`src/rtl/cae_sequencer_pkg.sv`:
```
// Shared constants, state encoding and helpers for the CAE job sequencer.
// Bus address map of the accelerator's memory-mapped port.
package cae_sequencer_pkg;

    localparam int BASE_FONTE     = 0;
    localparam int BASE_DESTINO   = 1;
    localparam int BASE_GMA       = 2;
    localparam int BASE_OBSTACULO = 1024;

    typedef enum logic [2:0] {
        S_IDLE,
        S_OBS_WAIT,
        S_OBS_WR,
        S_WR_DEST,
        S_WR_FONTE,
        S_POLL,
        S_WALK_RD,
        S_EMIT
    } state_t;

    function automatic int obs_words(input int nodes);
        return (nodes + 31) / 32;
    endfunction

endpackage

```
`src/rtl/cae_av_reader.sv`:
```
// Single outstanding bus read: strobes once, holds the address and
// pulses done when read data is valid READ_LATENCY cycles later.
module cae_av_reader #(
    parameter int AV_ADDR_WIDTH = 32,
    parameter int AV_DATA_WIDTH = 32,
    parameter int READ_LATENCY  = 1
) (
    input  logic                     clk,
    input  logic                     rst,
    input  logic                     start,
    input  logic [AV_ADDR_WIDTH-1:0] addr,
    output logic                     read,
    output logic [AV_ADDR_WIDTH-1:0] bus_addr,
    input  logic [AV_DATA_WIDTH-1:0] rdata,
    output logic                     done,
    output logic [AV_DATA_WIDTH-1:0] data,
    output logic                     busy
);

    localparam int CW = $clog2(READ_LATENCY + 1);

    logic [CW-1:0]            cnt;
    logic [AV_ADDR_WIDTH-1:0] addr_q;

    assign read     = start && !busy;
    assign done     = busy && (cnt == CW'(READ_LATENCY));
    assign bus_addr = busy ? addr_q : addr;
    assign data     = rdata;

    always_ff @(posedge clk) begin
        if (rst) begin
            busy   <= 1'b0;
            cnt    <= '0;
            addr_q <= '0;
        end else if (read) begin
            busy   <= 1'b1;
            cnt    <= CW'(1);
            addr_q <= addr;
        end else if (busy) begin
            if (done) begin
                busy <= 1'b0;
                cnt  <= '0;
            end else begin
                cnt <= cnt + CW'(1);
            end
        end
    end

endmodule

```
`src/rtl/cae_sequencer.sv`:
```
// Host-side job sequencer: loads obstacles, destination and source into
// the accelerator, polls for completion and streams the parent-walk path.
module cae_sequencer
    import cae_sequencer_pkg::*;
#(
    parameter int ADDR_WIDTH    = 6,
    parameter int AV_DATA_WIDTH = 32,
    parameter int AV_ADDR_WIDTH = 32,
    parameter int READ_LATENCY  = 1
) (
    input  logic                     clk,
    input  logic                     rst,
    input  logic                     cmd_valid,
    output logic                     cmd_ready,
    input  logic [ADDR_WIDTH-1:0]    cmd_fonte,
    input  logic [ADDR_WIDTH-1:0]    cmd_destino,
    input  logic                     obs_valid,
    output logic                     obs_ready,
    input  logic [31:0]              obs_data,
    output logic [AV_ADDR_WIDTH-1:0] av_addr,
    output logic [AV_DATA_WIDTH-1:0] av_wdata,
    output logic                     av_write,
    output logic                     av_read,
    input  logic [AV_DATA_WIDTH-1:0] av_rdata,
    output logic                     path_valid,
    input  logic                     path_ready,
    output logic [ADDR_WIDTH-1:0]    path_node,
    output logic                     path_last,
    output logic                     busy,
    output logic                     erro
);

    localparam logic [ADDR_WIDTH-1:0] LAST_NODE = '1;

    state_t state, state_d;

    logic [ADDR_WIDTH-1:0] fonte;
    logic [ADDR_WIDTH-1:0] destino;
    logic [ADDR_WIDTH-1:0] node;
    logic [4:0]            bit_idx;
    logic [31:0]           word;
    logic [ADDR_WIDTH-1:0] cur;
    logic [ADDR_WIDTH-1:0] steps;
    logic                  last;

    logic                     rd_start;
    logic [AV_ADDR_WIDTH-1:0] rd_addr_in;
    logic                     rd_read;
    logic [AV_ADDR_WIDTH-1:0] rd_bus_addr;
    logic                     rd_done;
    logic [AV_DATA_WIDTH-1:0] rd_data;
    logic                     rd_busy;
    logic                     unused_rd;

    assign unused_rd = ^{rd_data, rd_busy};

    // The walk also stops after NUM_NODES beats so a parent loop cannot hang us
    assign last = (cur == fonte) || (steps == LAST_NODE);

    assign rd_start   = !rst && ((state == S_POLL) || (state == S_WALK_RD));
    assign rd_addr_in = (state == S_WALK_RD)
                      ? AV_ADDR_WIDTH'(BASE_GMA) + AV_ADDR_WIDTH'(cur)
                      : AV_ADDR_WIDTH'(BASE_FONTE);

    cae_av_reader #(
        .AV_ADDR_WIDTH(AV_ADDR_WIDTH),
        .AV_DATA_WIDTH(AV_DATA_WIDTH),
        .READ_LATENCY (READ_LATENCY)
    ) u_reader (
        .clk     (clk),
        .rst     (rst),
        .start   (rd_start),
        .addr    (rd_addr_in),
        .read    (rd_read),
        .bus_addr(rd_bus_addr),
        .rdata   (av_rdata),
        .done    (rd_done),
        .data    (rd_data),
        .busy    (rd_busy)
    );

    always_comb begin
        state_d    = state;
        cmd_ready  = 1'b0;
        obs_ready  = 1'b0;
        av_addr    = '0;
        av_wdata   = '0;
        av_write   = 1'b0;
        av_read    = 1'b0;
        path_valid = 1'b0;
        path_node  = '0;
        path_last  = 1'b0;
        busy       = (state != S_IDLE);
        unique case (state)
            S_IDLE: begin
                cmd_ready = 1'b1;
                if (cmd_valid) state_d = S_OBS_WAIT;
            end
            S_OBS_WAIT: begin
                obs_ready = 1'b1;
                if (obs_valid) state_d = S_OBS_WR;
            end
            S_OBS_WR: begin
                av_write = 1'b1;
                av_addr  = AV_ADDR_WIDTH'(BASE_OBSTACULO) + AV_ADDR_WIDTH'(node);
                av_wdata = AV_DATA_WIDTH'(word[bit_idx]);
                if (node == LAST_NODE) state_d = S_WR_DEST;
                else if (bit_idx == 5'd31) state_d = S_OBS_WAIT;
            end
            S_WR_DEST: begin
                av_write = 1'b1;
                av_addr  = AV_ADDR_WIDTH'(BASE_DESTINO);
                av_wdata = AV_DATA_WIDTH'(destino);
                state_d  = S_WR_FONTE;
            end
            S_WR_FONTE: begin
                av_write = 1'b1;
                av_addr  = AV_ADDR_WIDTH'(BASE_FONTE);
                av_wdata = AV_DATA_WIDTH'(fonte);
                state_d  = S_POLL;
            end
            S_POLL: begin
                av_read = rd_read;
                av_addr = rd_bus_addr;
                if (rd_done && rd_data[0]) state_d = S_EMIT;
            end
            S_WALK_RD: begin
                av_read = rd_read;
                av_addr = rd_bus_addr;
                if (rd_done) state_d = S_EMIT;
            end
            S_EMIT: begin
                path_valid = 1'b1;
                path_node  = cur;
                path_last  = last;
                if (path_ready) state_d = last ? S_IDLE : S_WALK_RD;
            end
            default: state_d = S_IDLE;
        endcase
        // Outputs are forced quiet while reset is held
        if (rst) begin
            cmd_ready  = 1'b0;
            obs_ready  = 1'b0;
            av_addr    = '0;
            av_wdata   = '0;
            av_write   = 1'b0;
            av_read    = 1'b0;
            path_valid = 1'b0;
            path_node  = '0;
            path_last  = 1'b0;
            busy       = 1'b0;
        end
    end

    always_ff @(posedge clk) begin
        if (rst) begin
            state   <= S_IDLE;
            fonte   <= '0;
            destino <= '0;
            node    <= '0;
            bit_idx <= '0;
            word    <= '0;
            cur     <= '0;
            steps   <= '0;
            erro    <= 1'b0;
        end else begin
            state <= state_d;
            case (state)
                S_IDLE: begin
                    if (cmd_valid) begin
                        fonte   <= cmd_fonte;
                        destino <= cmd_destino;
                        erro    <= 1'b0;
                        node    <= '0;
                        bit_idx <= '0;
                    end
                end
                S_OBS_WAIT: begin
                    if (obs_valid) word <= obs_data;
                end
                S_OBS_WR: begin
                    node    <= node + ADDR_WIDTH'(1);
                    bit_idx <= bit_idx + 5'd1;
                end
                S_POLL: begin
                    if (rd_done && rd_data[0]) begin
                        cur   <= destino;
                        steps <= '0;
                    end
                end
                S_WALK_RD: begin
                    if (rd_done) begin
                        cur   <= rd_data[ADDR_WIDTH-1:0];
                        steps <= steps + ADDR_WIDTH'(1);
                    end
                end
                S_EMIT: begin
                    if (path_ready && last && (cur != fonte)) erro <= 1'b1;
                end
                default: ;
            endcase
        end
    end

endmodule

```
`config.mk`:
```
export PLATFORM = sky130hd
export DESIGN_NAME = cae_sequencer
export DESIGN_NICKNAME = d
export VERILOG_FILES = /design/src/rtl/cae_sequencer_pkg.sv /design/src/rtl/cae_av_reader.sv /design/src/rtl/cae_sequencer.sv
export SDC_FILE = /design/constraint.sdc
export NUM_CORES = 1
export LEC_CHECK = 0
export CAP_MARGIN = 40
export CELL_PAD_IN_SITES_DETAIL_PLACEMENT = 0
export CELL_PAD_IN_SITES_GLOBAL_PLACEMENT = 2
export CORE_MARGIN = 8
export CORE_UTILIZATION = 25
export CTS_CLUSTER_DIAMETER = 200
export DETAILED_ROUTE_END_ITERATION = 6
export PLACE_DENSITY = 0.92
export SYNTH_ARGS = -nofsm -noshare
export SYNTH_HDL_FRONTEND = slang
export SYNTH_SLANG_ARGS = --single-unit
```
`constraint.sdc`:
```
create_clock -name clk -period 2.7 [get_ports clk]
set_clock_uncertainty 0.2 [all_clocks]
set_input_delay 0.405 -clock clk [delete_from_list [all_inputs] [get_ports clk]]
set_output_delay 0.405 -clock clk [all_outputs]
set_load 0.02 [all_outputs]
```
==> out/qor.csv, run 1 <==
stage,metric,value,unit
route,vias per inst,4.32,
critical_path,Worst Setup End Kind,primary output,
pwr,internal power,2.43,mW
cts,Clock Sinks,80,
timing,Tcrit/Tclk final,96.3,%
critical_path,CP Class,reg2out,
global_route,initial antenna violation count,0,
cells_and_area,layout cells sized above 1,13.0,%
cts,Post-CTS Setup Inserts,0,
pwr,leakage,2.36,nW
die,Die Wd,149,µm
hold_path,Worst Hold Class,in2reg,
synth,"area leader, netlist",dfxtp_1,
die,die area,22100,µm²
cts,clk buf depth,2,
timing,final setup vio count,0,
pwr,Reg power frac,38.7,%
route,DR WL/cell,14.2,µm
route,# DRC,0,
pwr,total power,3.50,mW
cells_and_area,Syn-to-layout area delta,31.8,%
synth,Avg Inst Size Synth,7.80,µm²
critical_path,startpoint types,flip-flop,
placed_design,DP HPWL,9.70,mm
route,Pre-antenna DRT Iters,4,
synth,Synth Flop Type,dfxtp_1,
route,Antenna Nets Post-Route,0,
cells_and_area,"non-filler cells, final",887,
pwr,Psw,1.07,mW
die,Die Height,149,µm
synth,Yosys cell types,52,
cts,clk root buf,clkbuf_16,
synth,Mapped Area,4390,µm²
global_route,vias in the first global route,3910,
cts,CTS tree,done,
cts,TritonCTS buffer count,9,
synth,"EDFF count, synth",0,
cts,CTS hold repair buffers,0,
pwr,Gate power share,24.4,%
cells_and_area,multi-input logic area,2440,µm²
cts,H-tree depth,3,
timing,final hold slack,0.252,ns
synth,Synth warnings,0,
critical_path,largest stage delay on the critical path,0.35,ns
critical_path,CP cell instances,buf_4 > inv_1 > nand3_2 > o31ai_1 > a22oi_1 > nor2_1 > clkdlybuf4s15_1,
die,Core Area,17200,µm²
synth,Seq cells post-synth,80,
route,drt total wl,12.6,mm
cts,"Reg clk slew, reported paths",0.06,ns
critical_path,arrival time worst endpoint,2.00,ns
critical_path,Worst path slowest cell,dfxtp_2,
cells_and_area,final core occ,33.6,%
global_route,largest net degree at the start of global routing,46,
global_route,GRT Total Usage,11.3,%
cells_and_area,Register Area,1610,µm²
timing,min cycle time layout,2.60,ns
run_status,outcome,"complete, no violations",
die,starting density of the core,25.5,%
cells_and_area,ANT cells,0,
global_route,GRT Residual Overflow,0,
die,IO Pins,159,
timing,Fin. Hold Viols,0,
synth,Post-synth ARST share,0,%
critical_path,CP max FO,8,
placed_design,GPL Wtd Cong,0.787,
timing,RSZ-0062 raised after global routing,no,
placed_design,port buffer count,82,
synth,cells after synthesis,563,
job,max-cap viol count,0,
route,initial DRC count,236,
cts,Worst-Skew Late Latency,0.33,ns
critical_path,CP required,2.10,ns
synth,share of the synthesized area in the top cell type,36.5,%
global_route,first-pass GRT wire length,20.2,mm
synth,part of the Yosys area used for sequential elements,36.5,%
cells_and_area,final net count,743,
pwr,peak supply drop,302,µV
route,vias,3834,
timing,Max Freq,384,MHz
pwr,Clk pwr share,36.9,%
synth,Synth area leaders,"dfxtp_1 (36%), nand2_1 (10%), buf_4 (9.2%), a21oi_1 (7.5%), nor2_1 (4.5%)",
pwr,Sw Ratio,30.5,%
placed_design,dpl cells,871,
cells_and_area,filler cell count in the final layout,1841,
die,row count,48,
timing,fin. max-slew vios,0,
pwr,PwrDens,605,nW/µm²
==> power by group through the flow <==
stage | logic (mW) | clock network [mW] | registers, mW
floorplan | 0.621 | 0 | 1.34
global placement | 0.845 | 0 | 1.38
detailed placement | 0.847 | 0 | 1.38
CTS | 0.850 | 1.32 | 1.35
global route | 0.943 | 1.37 | 1.37
finish | 0.853 | 1.29 | 1.35
==> sequential cells by signal (all words and copies together), names as in the netlist <==
signal	flops
word	32
state	3
steps	6
bit_idx	5
erro	1
destino	6
cur	6
u_reader.busy	1
u_reader.addr_q	7
u_reader.cnt	1
node	6
fonte	6
==> final cells by class <==
cell class / count / share of cell area [%]
clock buffers: 11 / 4.02
clock inverters: 5 / 1.41
inverters: 6 / 0.389
multi-input cells: 438 / 42.2
flip-flops and latches: 80 / 27.7
well taps: 225 / 4.86
repair buffers: 122 / 19.4
==> cell usage after synthesis, types with 6 or more instances <==
master    number
a21oi_1       66
nand3_1       17
nor3_1         6
clkbuf_1      21
dfxtp_1       80
nand2_1      118
buf_4         54
and2_1         8
xor2_1        13
mux4_2         6
nor2_1        53
nand2b_1       7
a211oi_1       8
mux2i_1       12
a22oi_1       10
buf_2         13
==> kinds of logic (layout without fill, tap and decap cells) <==
family | count (synthesis) | count (layout) | share of synthesized area (%)
AND/OR/NAND/NOR | 234 | 234 | 23.6
AO/OA/AOI/OAI | 113 | 113 | 15.7
buffers and inverters | 94 | 144 | 13.0
flip-flops | 80 | 80 | 36.5
multiplexers | 22 | 22 | 6.84
XOR/XNOR | 14 | 14 | 2.79
adder cells (fa/ha/maj) | 5 | 5 | 1.42
other | 1 | 50 | 0.0854
==> path summary, 6_finish.rpt <==
check                                start                  to  slack [ns]  depth (start not counted)
worst max register to register  bit_idx[0]            state[2]        0.52                          7
worst min register to register    word[19]            word[19]        0.25                          2
worst max-delay path              state[0]          av_addr[4]         0.1                          7
worst min-delay path                   rst  u_reader.addr_q[6]        0.25                          2
==> what timing repair did <==
item,4_1_cts,5_1_grt
endpoints found under the setup margin,23,12
resized for setup,23,18
endpoints found under the hold margin,0,0
pin swaps,1,0
==> per-stage QoR <==
| stage | TNS, ns | cell area (µm²) | worst slack [ns] |
|---|---|---|---|
| detailed placement | -0.0427 | 5440 | -0.0427 |
| finish | 0 | 5790 | 0.0986 |
| global route | 0 | 5790 | 0.000872 |
| global placement | -0.0128 | 5440 | -0.0128 |
| floorplan | 0 | 4570 | 0.222 |
| CTS | 0 | 5740 | 0.00989 |
==> cells in the final DEF (no fill, tap or decap), drive strengths merged, types with 2 or more instances in the layout <==
cell type,count
a211oi,9
buf,42
ha,5
a31oi,4
nand2b,7
inv,6
dlymetal6s2s,7
clkinv,2
nand3,19
nand2,118
nor2,54
o31ai,4
xor2,13
bufinv,2
a21oi,68
nand3b,5
nor3,7
o21ai,6
dlygate4sd2,11
mux2i,12
conb,50
mux4,6
clkdlybuf4s15,2
clkbuf,12
and2,8
o22ai,2
mux2,4
a22oi,10
clkdlybuf4s50,59
nand4,3
dfxtp,80
nor2b,2
a311oi,3
and3,5
==> layer usage <==
| metal | vias up | GRT usage (%) | wire (µm) |
|---|---|---|---|
| met3 | 8 | 2.89 | 644 |
| met2 | 80 | 18.3 | 5830 |
| met5 | - | 0 | 0 |
| met1 | 1748 | 14.5 | 5970 |
| met4 | 0 | 3.47 | 137 |
| li1 | 1998 | - | - |
==> worst max-delay path, delay by kind of cell (launching register included) <==
kind            cells  cell delay (ns)
simple gates        2             0.31
compound gates      2             0.42
flops               1             0.35
buf+inv             3             0.59
Note: power is estimated with default switching activity, not from simulation.
==> run 2: changes to the inputs <==
Settings changed: CORE_MARGIN 8 to 4, RECOVER_POWER from default to 25.
==> run 2 against run 1 <==
Via count shrank 0.18%. Power down 2.0%. Hold slack worse by 0.046 ns. Utilization shrank 0.30 points. Clock power down 3%. Combinational power is 3.6% lower. Register-to-register slack lost 0.30 ns. Critical endpoint is now av_wdata[0]. Highest routed layer unchanged.
==> out/qor.csv, run 2 (same netlist as run 1, synthesis figures left out) <==
stage,metric,value,unit,change
timing,Tcrit/Tclk final,96.7,%,was 96.3%
critical_path,arrival time worst endpoint,2.01,ns,was 2.00 ns
cts,Post-CTS Setup Inserts,0,,unchanged
critical_path,Worst Setup End Kind,primary output,,unchanged
die,Die Wd,141,µm,was 149 µm
job,max-cap viol count,0,,unchanged
route,initial DRC count,244,,was 236
critical_path,CP Class,reg2out,,unchanged
timing,min cycle time layout,2.61,ns,was 2.60 ns
cells_and_area,ANT cells,0,,unchanged
cts,"Reg clk slew, reported paths",0.06,ns,about the same
die,IO Pins,159,,unchanged
cells_and_area,"commonest non-fill, non-tap cell in the layout",nand2_1,,unchanged
critical_path,CP max FO,3,,was 8
cells_and_area,"Design Area, Final",5740,µm²,was 5790 µm²
timing,Max Freq,383,MHz,was 384 MHz
critical_path,CP Buf/Inv Count,2,,was 3
pwr,PwrDens,598,nW/µm²,was 605 nW/µm²
cells_and_area,final net count,740,,was 743
timing,Least-Margin Pin Slew,1.29,ns,
critical_path,CP required,2.10,ns,about the same
cts,Worst-Skew Late Latency,0.34,ns,was 0.33 ns
cts,CTS tree,done,,unchanged
route,DR WL/cell,13.5,µm,was 14.2 µm
placed_design,Setup Slack @ Placement,-0.0161,ns,was -0.0427 ns
route,# DRC,0,,unchanged
pwr,leakage,2.28,nW,was 2.36 nW
die,die area,19700,µm²,was 22100 µm²
cts,TritonCTS buffer count,9,,unchanged
cts,H-tree depth,3,,unchanged
timing,relative slew slack,13.9,%,
die,Core Area,17200,µm²,unchanged
critical_path,Worst path slowest cell,mux4_2,,was dfxtp_2
global_route,vias in the first global route,3646,,was 3910
cts,clk root buf,clkbuf_16,,unchanged
timing,final setup vio count,0,,unchanged
critical_path,CP dominant cell by count,buf_4,,
placed_design,GPL Wtd Cong,0.806,,was 0.787
timing,RSZ-0062 raised after global routing,no,,unchanged
cells_and_area,Syn-to-layout area delta,30.6,%,was 31.8%
hold_path,Worst Hold Class,in2reg,,unchanged
route,Antenna Nets Post-Route,0,,unchanged
cells_and_area,filler cell count in the final layout,1846,,was 1841
cts,Clock Sinks,80,,unchanged
timing,fin. max-slew vios,0,,unchanged
die,Die Height,141,µm,was 149 µm
cts,CTS hold repair buffers,0,,unchanged
critical_path,startpoint types,flip-flop,,unchanged
timing,Final WS setup,0.0895,ns,was 0.0986 ns
cells_and_area,Register Area,1610,µm²,about the same
cells_and_area,multi-input logic area,2420,µm²,was 2440 µm²
global_route,initial antenna violation count,0,,unchanged
route,Pre-antenna DRT Iters,4,,unchanged
cts,clk buf depth,2,,unchanged
cells_and_area,most frequent cells in the layout,"nand2_1 (118), dfxtp_1 (76), a21oi_1 (66)",,"was nand2_1 (118), dfxtp_1 (77), a21oi_1 (65)"
global_route,GRT Residual Overflow,0,,unchanged
placed_design,port buffer count,82,,unchanged
route,vias per inst,4.33,,was 4.32
pwr,peak supply drop,320,µV,was 302 µV
global_route,GRT Total Usage,11.8,%,was 11.3%
route,drt total wl,11.9,mm,was 12.6 mm
critical_path,CP cell instances,buf_4 > mux4_2 > mux2_2 > a21oi_2 > o22ai_1 > buf_4,,was buf_4 > inv_1 > nand3_2 > o31ai_1 > a22oi_1 > nor2_1 > clkdlybuf4s15_1
placed_design,placement-stage cell area,5430,µm²,was 5440 µm²
timing,Fin. Hold Viols,0,,unchanged
global_route,first-pass GRT wire length,18.9,mm,was 20.2 mm
route,vias,3827,,was 3834
run_status,outcome,"complete, no violations",,unchanged
global_route,largest net degree at the start of global routing,47,,was 46
cells_and_area,Largest Register,word,,unchanged
die,row count,48,,unchanged
cells_and_area,layout cells sized above 1,12.3,%,was 13.0%
critical_path,critical path's top delay family,multiplexers,,was buffers and inverters
cells_and_area,Largest regs,"word (32), u_reader.addr_q (7)",,unchanged
cells_and_area,max reg flops,32,,unchanged
die,starting density of the core,25.5,%,unchanged
placed_design,DP HPWL,9.05,mm,was 9.70 mm
critical_path,largest stage delay on the critical path,0.50,ns,was 0.35 ns
[run 2: cell types whose count changed in the layout (fill, tap and decap cells not counted), sizes merged]
cell           delta
buf               -6
clkdlybuf4s50     +4
dlymetal6s2s      -3
clkbuf            +2
clkdlybuf4s15     -2
clkinv            +2
bufinv            -1
dlygate4sd2       +1
[run 2: area by class of cell]
type                       count  area share [%]
sequential                    80            28.0
tap                          225            4.91
timing repair buffer         119            19.2
clock buffer                  10            4.17
inverter                       6           0.393
clock inverter                 6            1.20
multi-input combinational    438            42.2
[run 2: timing repair]
item                                    in CTS  in global routing
pin swaps                                    0                  0
endpoints found under the setup margin      23                 12
cloned                                       0                  0
gates resized for setup                     23                 13
[run 2: per-stage QoR]
| step | power, mW | util [%] | std cells | hold slack [ns] | TNS (ns) |
|---|---|---|---|---|---|
| 6_report | 3.43 | 33.3 | 884 | 0.206 | 0 |
| 5_1_grt | 3.62 | 33.3 | 884 | 0.214 | 0 |
| 4_1_cts | 3.48 | 33.2 | 884 | 0.197 | 0 |
| 3_5_place_dp | 2.22 | 31.5 | 868 | 0.247 | -0.0161 |
| 3_3_place_gp | 2.22 | 31.5 | 868 | 0.242 | -0.0225 |
| 2_1_floorplan | 1.96 | - | 612 | 0.232 | 0 |
[run 2: metal layers]
| layer | vias up | wire length (µm) | track usage, % |
|---|---|---|---|
| li1 | 2001 | - | - |
| met1 | 1738 | 5840 | 16.4 |
| met2 | 76 | 5400 | 18.2 |
| met3 | 12 | 487 | 2.77 |
| met4 | 0 | 178 | 3.72 |
| met5 | - | 0 | 0 |
[run 2: worst paths after layout]
kind | end | slack, ns | start | cells past startpoint
min | u_reader.addr_q[0] | 0.21 | rst | 2
max reg2reg | steps[5] | 0.22 | state[0] | 6
min reg2reg | u_reader.addr_q[3] | 0.25 | u_reader.addr_q[3] | 2
max | av_wdata[0] | 0.09 | bit_idx[1] | 6
[run 2: where the power goes]
group | internal (mW) | switching [mW] | leakage (nW)
clock network | 0.745 | 0.504 | 0.149
registers | 1.28 | 0.0844 | 0.650
logic | 0.331 | 0.491 | 1.48
total | 2.35 | 1.08 | 2.28
